**src/rtl/sin_wave_gen_if.sv**
```systemverilog
// Bus between the sine generator, its control logic and the quarter-wave sin_table ROM.
// The master side is the generator; the slave side is the control logic plus table.
interface sin_wave_gen_if #(
  parameter int unsigned WIDTH       = 8,
  parameter int unsigned ADR_WIDTH   = 8,
  parameter int unsigned PHASE_WIDTH = 16
);
  logic                   en;
  logic                   sync;
  logic [PHASE_WIDTH-1:0] fcw;
  logic                   rd;
  logic [ADR_WIDTH-1:0]   addr;
  logic [WIDTH-1:0]       d_in;
  logic [WIDTH:0]         sample;
  logic                   sample_valid;

  modport master (
    input  en, sync, fcw, d_in,
    output rd, addr, sample, sample_valid
  );

  modport slave (
    output en, sync, fcw, d_in,
    input  rd, addr, sample, sample_valid
  );
endinterface

```
**src/rtl/sin_wave_gen.sv**
```systemverilog
// Full-wave sine generator: phase accumulator, quadrant-mirrored reads of a quarter-wave
// table, and sign reconstruction of the returned unsigned table data.
module sin_wave_gen #(
  parameter int unsigned WIDTH       = 8,
  parameter int unsigned ADR_WIDTH   = 8,
  // Must be at least ADR_WIDTH+2; the bits below the table index only accumulate.
  parameter int unsigned PHASE_WIDTH = 16
) (
  input  logic           clk,
  input  logic           rst,
  sin_wave_gen_if.master bus
);

  logic [PHASE_WIDTH-1:0] phase_q, phase_d;
  logic                   rd_q, rd_d;
  logic [ADR_WIDTH-1:0]   addr_q, addr_d;
  logic                   neg1_q, neg1_d;
  logic                   v2_q, v2_d;
  logic                   neg2_q, neg2_d;
  logic [WIDTH:0]         sample_q, sample_d;
  logic                   sample_valid_q, sample_valid_d;

  logic [1:0]             quad;
  logic [ADR_WIDTH-1:0]   idx;
  logic [ADR_WIDTH-1:0]   mapped;
  logic [WIDTH:0]         mag;

  assign quad   = phase_q[PHASE_WIDTH-1 -: 2];
  assign idx    = phase_q[PHASE_WIDTH-3 -: ADR_WIDTH];
  // Odd quadrants walk the quarter-wave table backwards.
  assign mapped = quad[0] ? ~idx : idx;
  assign mag    = {1'b0, bus.d_in};

  // Stage 0: phase accumulation and table read issue; sync wins over en.
  always_comb begin
    phase_d = phase_q;
    rd_d    = 1'b0;
    addr_d  = addr_q;
    neg1_d  = neg1_q;
    if (bus.sync) begin
      phase_d = '0;
    end else if (bus.en) begin
      addr_d  = mapped;
      rd_d    = 1'b1;
      neg1_d  = quad[1];
      phase_d = phase_q + bus.fcw;
    end
  end

  // Stages 1 and 2: track the read through the table latency, then apply the sign.
  always_comb begin
    v2_d           = rd_q;
    neg2_d         = neg1_q;
    sample_valid_d = v2_q;
    sample_d       = sample_q;
    if (v2_q) begin
      // Zero-extended magnitude cannot overflow when negated; -0 stays 0.
      sample_d = neg2_q ? (~mag + 1'b1) : mag;
    end
  end

  // State registers with asynchronous reset; reset discards reads in flight.
  always_ff @(posedge clk or posedge rst) begin
    if (rst) begin
      phase_q        <= '0;
      rd_q           <= 1'b0;
      addr_q         <= '0;
      neg1_q         <= 1'b0;
      v2_q           <= 1'b0;
      neg2_q         <= 1'b0;
      sample_q       <= '0;
      sample_valid_q <= 1'b0;
    end else begin
      phase_q        <= phase_d;
      rd_q           <= rd_d;
      addr_q         <= addr_d;
      neg1_q         <= neg1_d;
      v2_q           <= v2_d;
      neg2_q         <= neg2_d;
      sample_q       <= sample_d;
      sample_valid_q <= sample_valid_d;
    end
  end

  assign bus.rd           = rd_q;
  assign bus.addr         = addr_q;
  assign bus.sample       = sample_q;
  assign bus.sample_valid = sample_valid_q;

endmodule

```
**src/flat_wrapper.sv**
```systemverilog
// flat-port wrapper written by rule: the top's interface ports become plain ports
module sin_wave_gen_flat 
#(
  parameter int unsigned WIDTH       = 8,
  parameter int unsigned ADR_WIDTH   = 8,
                                                                                  
  parameter int unsigned PHASE_WIDTH = 16
)
  (clk, rst, bus_en, bus_sync, bus_fcw, bus_d_in, bus_rd, bus_addr, bus_sample, bus_sample_valid);
  sin_wave_gen_if #(.WIDTH(WIDTH), .ADR_WIDTH(ADR_WIDTH), .PHASE_WIDTH(PHASE_WIDTH)) bus_i ();
  input  logic clk;
  input  logic rst;
  input wire logic [$bits(bus_i.en)-1:0] bus_en;
  input wire logic [$bits(bus_i.sync)-1:0] bus_sync;
  input wire logic [$bits(bus_i.fcw)-1:0] bus_fcw;
  input wire logic [$bits(bus_i.d_in)-1:0] bus_d_in;
  output wire logic [$bits(bus_i.rd)-1:0] bus_rd;
  output wire logic [$bits(bus_i.addr)-1:0] bus_addr;
  output wire logic [$bits(bus_i.sample)-1:0] bus_sample;
  output wire logic [$bits(bus_i.sample_valid)-1:0] bus_sample_valid;
  assign bus_i.en = bus_en;
  assign bus_i.sync = bus_sync;
  assign bus_i.fcw = bus_fcw;
  assign bus_i.d_in = bus_d_in;
  assign bus_rd = bus_i.rd;
  assign bus_addr = bus_i.addr;
  assign bus_sample = bus_i.sample;
  assign bus_sample_valid = bus_i.sample_valid;
  sin_wave_gen #(.WIDTH(WIDTH), .ADR_WIDTH(ADR_WIDTH), .PHASE_WIDTH(PHASE_WIDTH)) u_core (.clk(clk), .rst(rst), .bus(bus_i));
endmodule
```
**config.mk**
```make
export PLATFORM = sky130hd
export DESIGN_NAME = sin_wave_gen_flat
export DESIGN_NICKNAME = d
export VERILOG_FILES = /design/src/rtl/sin_wave_gen_if.sv /design/src/rtl/sin_wave_gen.sv /design/src/flat_wrapper.sv
export SDC_FILE = /design/constraint.sdc
export NUM_CORES = 1
export LEC_CHECK = 0
export CAP_MARGIN = 20
export CORE_MARGIN = 5
export CORE_UTILIZATION = 35
export CTS_CLUSTER_SIZE = 24
export DETAILED_ROUTE_END_ITERATION = 10
export PLACE_DENSITY = 0.67
export REMOVE_ABC_BUFFERS = 1
export SYNTH_ARGS = -nofsm -noshare
export SYNTH_HDL_FRONTEND = slang
export SYNTH_SLANG_ARGS = --single-unit
```
**constraint.sdc**
```tcl
create_clock -name clk -period 2.2 [get_ports clk]
set_clock_uncertainty 0.05 [all_clocks]
set_input_delay 0.44 -clock clk [delete_from_list [all_inputs] [get_ports clk]]
set_output_delay 0.44 -clock clk [all_outputs]
set_load 0.02 [all_outputs]
```
# Word level (Yosys, flattened, before mapping)
# Cells that the tools add are included.
# totals
input_bits	28
register_bits	38
# op_classes
bitwise_logic	3
addsub	2
n_reduce_logical	2
muxes	6
# ops
operator	count
2-to-1 mux 16 bit	2
adder 16 bit	1
adder 9 x 1 -> 9 bit (second input constant)	1
2-to-1 mux 9 bit	1
inverter 8 -> 9 bit	1
2-to-1 mux 8 bit	1
inverter 8 bit	1
2-to-1 mux 1 bit	2
AND reduction 2 bit	1
nonzero test 2 bit	1
inverter 1 bit	1

# Depth between registers and ports, before layout
# Gate-level depths: netlist (run 1).
# logic_depth
depth_word	3
depth_mapped	9

# Least setup slack after synthesis (run 1)
# OpenSTA, ideal clock, no wires.
# synth_path
path_kind	input -> register
start	input bus_fcw[0]
end	register u_core.phase_q[14]
required_time_ns	2.013
arrival_time_ns	1.954
n_path_buf	0
slack_ns	0.059
cell_stages	9
cell_sequence	ha_1 inv_1 fa_1 nor2b_1 o2111ai_2 a21oi_1 nor3_1 nor3_1 nor4b_2
# synth_via
elab_chain_cells	3
# synth_rtl
item	line	source
from (decl)	flat_wrapper.sv:15	input wire logic [$bits(bus_i.fcw)-1:0] bus_fcw;
adder 16 bit	sin_wave_gen.sv:46	phase_d = phase_q + bus.fcw;
2-to-1 mux 16 bit	sin_wave_gen.sv:42	end else if (bus.en) begin
2-to-1 mux 16 bit	sin_wave_gen.sv:40	if (bus.sync) begin
to (signal assigned)	sin_wave_gen.sv:74	phase_q <= phase_d;
to (decl)	sin_wave_gen.sv:14	logic [PHASE_WIDTH-1:0] phase_q, phase_d;
# Every way passes these cells. The select of a mux whose other input is x is not followed.
# A chain may end at the register's enable or synchronous reset.

# Final worst setup path (run 1)
# layout_path
start	input bus_fcw[3]
end	register u_core.phase_q[8]
# Same word-level chain as after synthesis.

==> results.toml, run 1 <==
[outcome]
status = "finished clean"

[floorplanning]
start_util_pct = 35.8
die-height_um = 93.4
die_w_um = 93.4
ios = 47
design.core.area_um2 = 6790
dieArea_um2 = 8720
rows = 30

[final_layout]
fillerInstances = 644
multiInputGateArea_um2 = 1510
syn_to_final_growth_pct = 45.4
final_nets = 389
num_antenna_cells = 0
register_area_um2 = 951
utilization_pct = 52.1
final_layout_size_suffix_gt1_share_pct = 22.0

[place]
dp_hpwl_um = 4510
gp_congestion = 0.874
port_buffers = 46
pre_cts_ws_ns = -0.604

[timing]
maxSlewViolCount = 0
whs_ns = 0.329
layout_min_cycle_time_ns = 2.16
setup_viol = 0
clock.fmax_mhz = 463
slew_headroom_pct = 65.8
min_period_over_period_pct = 98.3
setup_ws_ns = 0.0380
hold_viol_final = 0
worstMarginPinSlew_ns = 0.513

[worst_setup_path]
crit_chain = "clkdlybuf4s50_1 > ha_4 > buf_4 > o2111ai_2 > a21boi_1 > o21ai_1 > or3b_4 > a22o_1"
worstSetupStartpointType = "primary input"
crit_family = "buffers and inverters"
r2r-end = "u_core.phase_q[8]$_DFFE_PP0P_"
crit_path_end_kind = "register"
slowest_delay_ns = 0.52
critPathArrivalTime_ns = 2.30
worstSetupPathType = "in2reg"
required_ns = 2.34
critPathBufInv = 2
r2r_setup_slack_ns = 0.06
reg2reg_from = "u_core.phase_q[0]$_DFFE_PP0P_"
cp.depth = 8
reg2reg_depth = 9
crit_fanout = 3
crit_slowest_cell = "clkdlybuf4s50_1"

[logic_synthesis]
synth_top_area_cell = "dfrtp_1"
synthArstFlopShare_pct = 100
synthTopCellsByArea = "dfrtp_1 39%, ha_1 8.2%, xnor2_1 5.0%, o21ai_0 3.9%, a21oi_1 3.5%"
ys.flop_type = "dfrtp_1"
ys_seq_area_share_pct = 39.1
avgSynthCellArea_um2 = 9.40
synth_enable_flop_cells = 0
synthTopCellsByCount = "38 x dfrtp_1, 21 x nand2_1, 21 x nor2_1"
synth_top_area_share_pct = 39.1
ys_ff_latch = 38
synth_area_um2 = 2430
yosys_warnings = 0
yosysMostFrequentCell = "dfrtp_1"
synth_cells = 259
ys_types = 56

[global_route]
grt_pass1_vias = 2149
grt_start_max_net_pins = 39
antenna_found_initial = 0
grt_overflow_total = 0
grt_usage_pct = 13.9
grt_pass1_wl_um = 9860

[drt]
wl_um = 6050
wl_met1_um = 2740
drtIter0Drc = 107
highest_layer = "met4"
routed-wl-met2_um = 2930
route.detailed.drc = 0
via_per_inst = 4.97
num_vias = 2193
first_pass_iters = 4
wl_per_cell_um = 13.7
ant_nets = 0
wl_met3_um = 323

[clock_network]
cts.sinks = 38
cts_tree = "yes"
holdBufCountCts = 0
clkTransAtPathRegs_ns = 0.09
cts_buffer_depth = 2
clkLatencyLatePin_ns = 0.29
root_buffer = "clkbuf_8"
h-tree-depth = 2
numCtsBuffers = 5

[power_and_ir_drop]
p_leak_nw = 1.61
ir_drop_uv = 500
p_total_mw = 2.80
power_density_nw_per_um2 = 790

[min_path]
hold_class = "reg2reg"
min-delay-start = "u_core.bus.rd$_DFF_PP0_"
worst_hold_path.endpoint = "u_core.sample_valid_d$_DFF_PP0_"
whs_path_depth = 0

[run]
max_cap_viol_count = 0
[sequential cells by signal, indices dropped and copies added, names as in the netlist]
signal / cells
u_core.phase_q: 16
u_core.bus.sample: 9
u_core.bus.addr: 8
u_core.bus.rd: 1
u_core.bus.sample_valid: 1
u_core.neg1_q: 1
u_core.neg2_q: 1
u_core.sample_valid_d: 1
[cell type report]
type	instances	share of cell area (%)
Clock inverter	3	1.94
Inverter	9	0.954
Sequential cell	38	26.9
Multi-Input combinational cell	200	42.6
Timing Repair Buffer	90	22.3
Tap cell	96	3.39
Clock buffer	5	1.94
[worst max path at each step]
| stage | slack, ns | from | end |
|---|---|---|---|
| floorplan | 0.07 | bus_fcw[0] | u_core.phase_q[14]$_DFFE_PP0P_ |
| global placement | -0.51 | bus_fcw[0] | u_core.phase_q[14]$_DFFE_PP0P_ |
| detailed placement | -0.60 | bus_fcw[0] | u_core.phase_q[14]$_DFFE_PP0P_ |
| CTS | 0.01 | bus_fcw[4] | u_core.phase_q[8]$_DFFE_PP0P_ |
| global route | -0.05 | u_core.phase_q[0]$_DFFE_PP0P_ | u_core.phase_q[8]$_DFFE_PP0P_ |
| finish | 0.04 | bus_fcw[3] | u_core.phase_q[8]$_DFFE_PP0P_ |
[power by group]
part	total, mW	internal (mW)	switching, mW
Combinational	1.15	0.603	0.544
Clock	0.727	0.455	0.272
Sequential	0.923	0.825	0.0981
[stage by stage]
step	TNS, ns	std cells	cell area, um^2
2_1_floorplan	0	247	2390
3_3_place_gp	-4.00	431	3280
3_5_place_dp	-4.53	431	3280
4_1_cts	0	440	3470
5_1_grt	-0.0762	441	3540
6_report	0	441	3540
[placed cells by master (no fill, tap or decap), drive strengths merged, types with 3 or more instances in the layout]
master         synthesis  final
nor2b                  5      5
buf                    2     44
ha                    16     16
nand2b                 3      3
dfrtp                 38     38
nand2                 21     21
xnor2                 14     14
or3                    3      3
o21ai                 21     21
mux2i                  7      7
dlygate4sd2            0      3
inv                    9      9
a21oi                 19     19
a21o                   5      5
nor2                  21     21
nor3                   5      5
clkdlybuf4s50          0     42
xor2                   8      8
a31oi                  5      5
and3                   3      3
nand3                  3      3
clkbuf                10      5
[metal layers]
layer  track usage [%]  vias up
met4              3.54        0
met3              3.30        4
met1              17.9     1046
met2              23.3       44
met5                 0        -
li1                  -     1099
[cell families (layout without fill, tap and decap cells)]
logic type | count (synthesis) | after routing | synth area share (%)
mux | 9 | 9 | 3.80
xor+xnor | 22 | 22 | 7.91
flops | 38 | 38 | 39.1
fa+ha+maj | 17 | 17 | 9.04
buf+inv | 21 | 107 | 3.29
simple gates | 81 | 81 | 18.0
compound gates | 71 | 71 | 18.9
[what timing repair did]
| item | CTS | global route |
|---|---|---|
| setup endpoints to repair | 7 | 6 |
| setup buffers | 1 | 1 |
| pin swaps | 11 | 6 |
| resized for setup | 15 | 10 |
No activity file was read; power rests on OpenSTA's default activity.
==> run 2: changes to the inputs <==
Settings changed: ABC_CLOCK_PERIOD_IN_PS from default to 2200, CAP_MARGIN 20 to 0.
==> results of run 2 <==
Same layout as run 1: the final DEF is identical, and so are final timing and power.
==> run 3: changes to the inputs <==
Settings changed: ABC_CLOCK_PERIOD_IN_PS 2200 to 2700.
Clock period 2.2 ns to 2.7 ns, I/O delays scaled along.
==> results.toml, run 3 (synthesized netlist as in run 1, its figures left out) <==
[final_layout]
num_antenna_cells = 0
largest_register = "u_core.phase_q"
most-common-layout-cells = "46 x clkdlybuf4s50_1, 38 x dfrtp_1, 21 x nor2_1, 21 x nand2_1, 19 x o21ai_0"
fin_cells = 414
final_nets = 362
final_common_cell = "clkdlybuf4s50_1"
fillerInstances = 662
utilization_pct = 47.0
final_layout_size_suffix_gt1_share_pct = 10.7
multiInputGateArea_um2 = 1410
register_area_um2 = 951
syn_to_final_growth_pct = 31.2
largest_reg_flops = 16

[floorplanning]
die_w_um = 93.4
start_util_pct = 35.8
die-height_um = 93.4
rows = 30
dieArea_um2 = 8720
design.core.area_um2 = 6790
ios = 47

[clock_network]
cts_buffer_depth = 2
holdBufCountCts = 0
numCtsBuffers = 5
h-tree-depth = 2
clkTransAtPathRegs_ns = 0.08
clkLatencyLatePin_ns = 0.30
cts_tree = "yes"
root_buffer = "clkbuf_8"
cts.sinks = 38

[drt]
wl_per_cell_um = 13.5
via_per_inst = 5.01
route.detailed.drc = 0
drtIter0Drc = 65
first_pass_iters = 4
ant_nets = 0
wl_um = 5580
num_vias = 2074

[worst_setup_path]
required_ns = 2.84
critPathArrivalTime_ns = 2.64
critPathBufInv = 2
crit_chain = "clkdlybuf4s50_1 > ha_1 > inv_1 > fa_1 > nor2b_1 > o2111ai_2 > a21boi_1 > o2111a_1 > nor3_1 > nand3b_1"
crit_path_end_kind = "register"
crit_family = "compound AO/OA/AOI/OAI gates"
worstSetupPathType = "in2reg"
crit_fanout = 3
worstSetupStartpointType = "primary input"
crit_slowest_cell = "clkdlybuf4s50_1"
slowest_delay_ns = 0.46

[global_route]
grt_pass1_vias = 1985
grtUsageMet1_pct = 18.0
met3_usage_pct = 2.82
grt_pass1_wl_um = 9420
gr-usage-met2_pct = 21.4
grt_start_max_net_pins = 39
top_usage_layer = "met2"
grt_overflow_total = 0
antenna_found_initial = 0
grt_usage_pct = 13.6

[power_and_ir_drop]
power_density_nw_per_um2 = 615
p_sw_mw = 0.694
p_clk_share_pct = 21.7
p_leak_nw = 1.45
intPower_mw = 1.27
swShare_pct = 35.3
ir_drop_uv = 331
seq_power_share_pct = 38.1
combPwrFrac_pct = 40.2

[place]
port_buffers = 46
gp_congestion = 0.855
dp_hpwl_um = 4120
place_inst = 406

[timing]
setup_viol = 0
maxSlewViolCount = 0
layout_min_cycle_time_ns = 2.50
slew_headroom_pct = 65.3
whs_ns = 0.339
hold_viol_final = 0
min_period_over_period_pct = 92.7
tns_ns = 0
rsz0062_at_grt = "false"
clock.fmax_mhz = 399
worstMarginPinSlew_ns = 0.521

[run]
max_cap_viol_count = 0

[min_path]
hold_class = "reg2reg"

[outcome]
status = "finished clean"
## run 3: changes by cell type in the layout (fill, tap and decap cells not counted), moves of 2 or more
cell,delta
clkdlybuf4s50_1,+4
dlygate4sd2_1,-3
o21ai_0,+2
ha_1,+6
o21ai_1,-2
bufinv_16,-2
inv_1,+2
inv_2,-2
ha_4,-4
ha_2,-2
buf_4,-27
## run 3: what timing repair did
action / 4_1_cts / 5_1_grt
endpoints found under the hold margin: 0 / 0
setup endpoints to repair: 0 / 1
setup buffers: 0 / 0
gates resized for setup: 0 / 1
## run 3: through the flow
| stage | worst slack, ns | instance area, um^2 | total power [mW] |
|---|---|---|---|
| 2_1_floorplan | 0.470 | 2390 | 1.24 |
| 3_3_place_gp | -0.0794 | 3100 | 1.54 |
| 3_5_place_dp | -0.123 | 3100 | 1.55 |
| 4_1_cts | 0.191 | 3190 | 1.99 |
| 5_1_grt | 0.0318 | 3200 | 2.10 |
| 6_report | 0.197 | 3200 | 1.97 |
## run 3: per-layer routing
layer	vias up	wire [um]
li1	1042	-
met1	977	2780
met2	47	2410
met3	8	293
met4	0	85
met5	-	0
## run 3: worst paths after layout
kind                                          startpoint                               end  slack [ns]  cells after the start
max                                           bus_fcw[0]    u_core.phase_q[12]$_DFFE_PP0P_        0.20                     10
min                            u_core.neg1_q$_DFFE_PP0P_           u_core.neg2_q$_DFF_PP0_        0.34                      0
max reg2reg                u_core.phase_q[0]$_DFFE_PP0P_    u_core.phase_q[12]$_DFFE_PP0P_        0.53                      9
min reg2reg                    u_core.neg1_q$_DFFE_PP0P_           u_core.neg2_q$_DFF_PP0_        0.34                      0
max in group asynchronous                            rst     u_core.phase_q[9]$_DFFE_PP0P_        1.63                      3
min in group asynchronous                            rst  u_core.bus.sample[4]$_DFFE_PP0P_        0.61                      3
## run 3: layout make-up
cell class | count | share of cell area, %
Tap cell | 96 | 3.76
Timing Repair Buffer | 63 | 18.4
Multi-Input combinational cell | 200 | 44.0
Sequential cell | 38 | 29.8
Inverter | 9 | 1.06
Clock buffer | 6 | 2.58
Clock inverter | 2 | 0.392
## run 3: power groups by stage
| stage | Combinational (mW) | Sequential [mW] | Clock [mW] |
|---|---|---|---|
| 2_1_floorplan | 0.409 | 0.827 | 0 |
| 5_1_grt | 0.871 | 0.767 | 0.464 |
| 3_3_place_gp | 0.780 | 0.757 | 0 |
| 4_1_cts | 0.792 | 0.750 | 0.445 |
| 3_5_place_dp | 0.789 | 0.762 | 0 |
| 6_report | 0.790 | 0.749 | 0.427 |
## run 3: worst register-to-register path, stage by stage, from the launching register on
cell,delay (ns)
dfrtp_1,0.36
ha_1,0.18
inv_1,0.06
fa_1,0.39
nor2b_1,0.20
o2111ai_2,0.17
a21boi_1,0.23
o2111a_1,0.22
nor3_1,0.06
nand3b_1,0.15
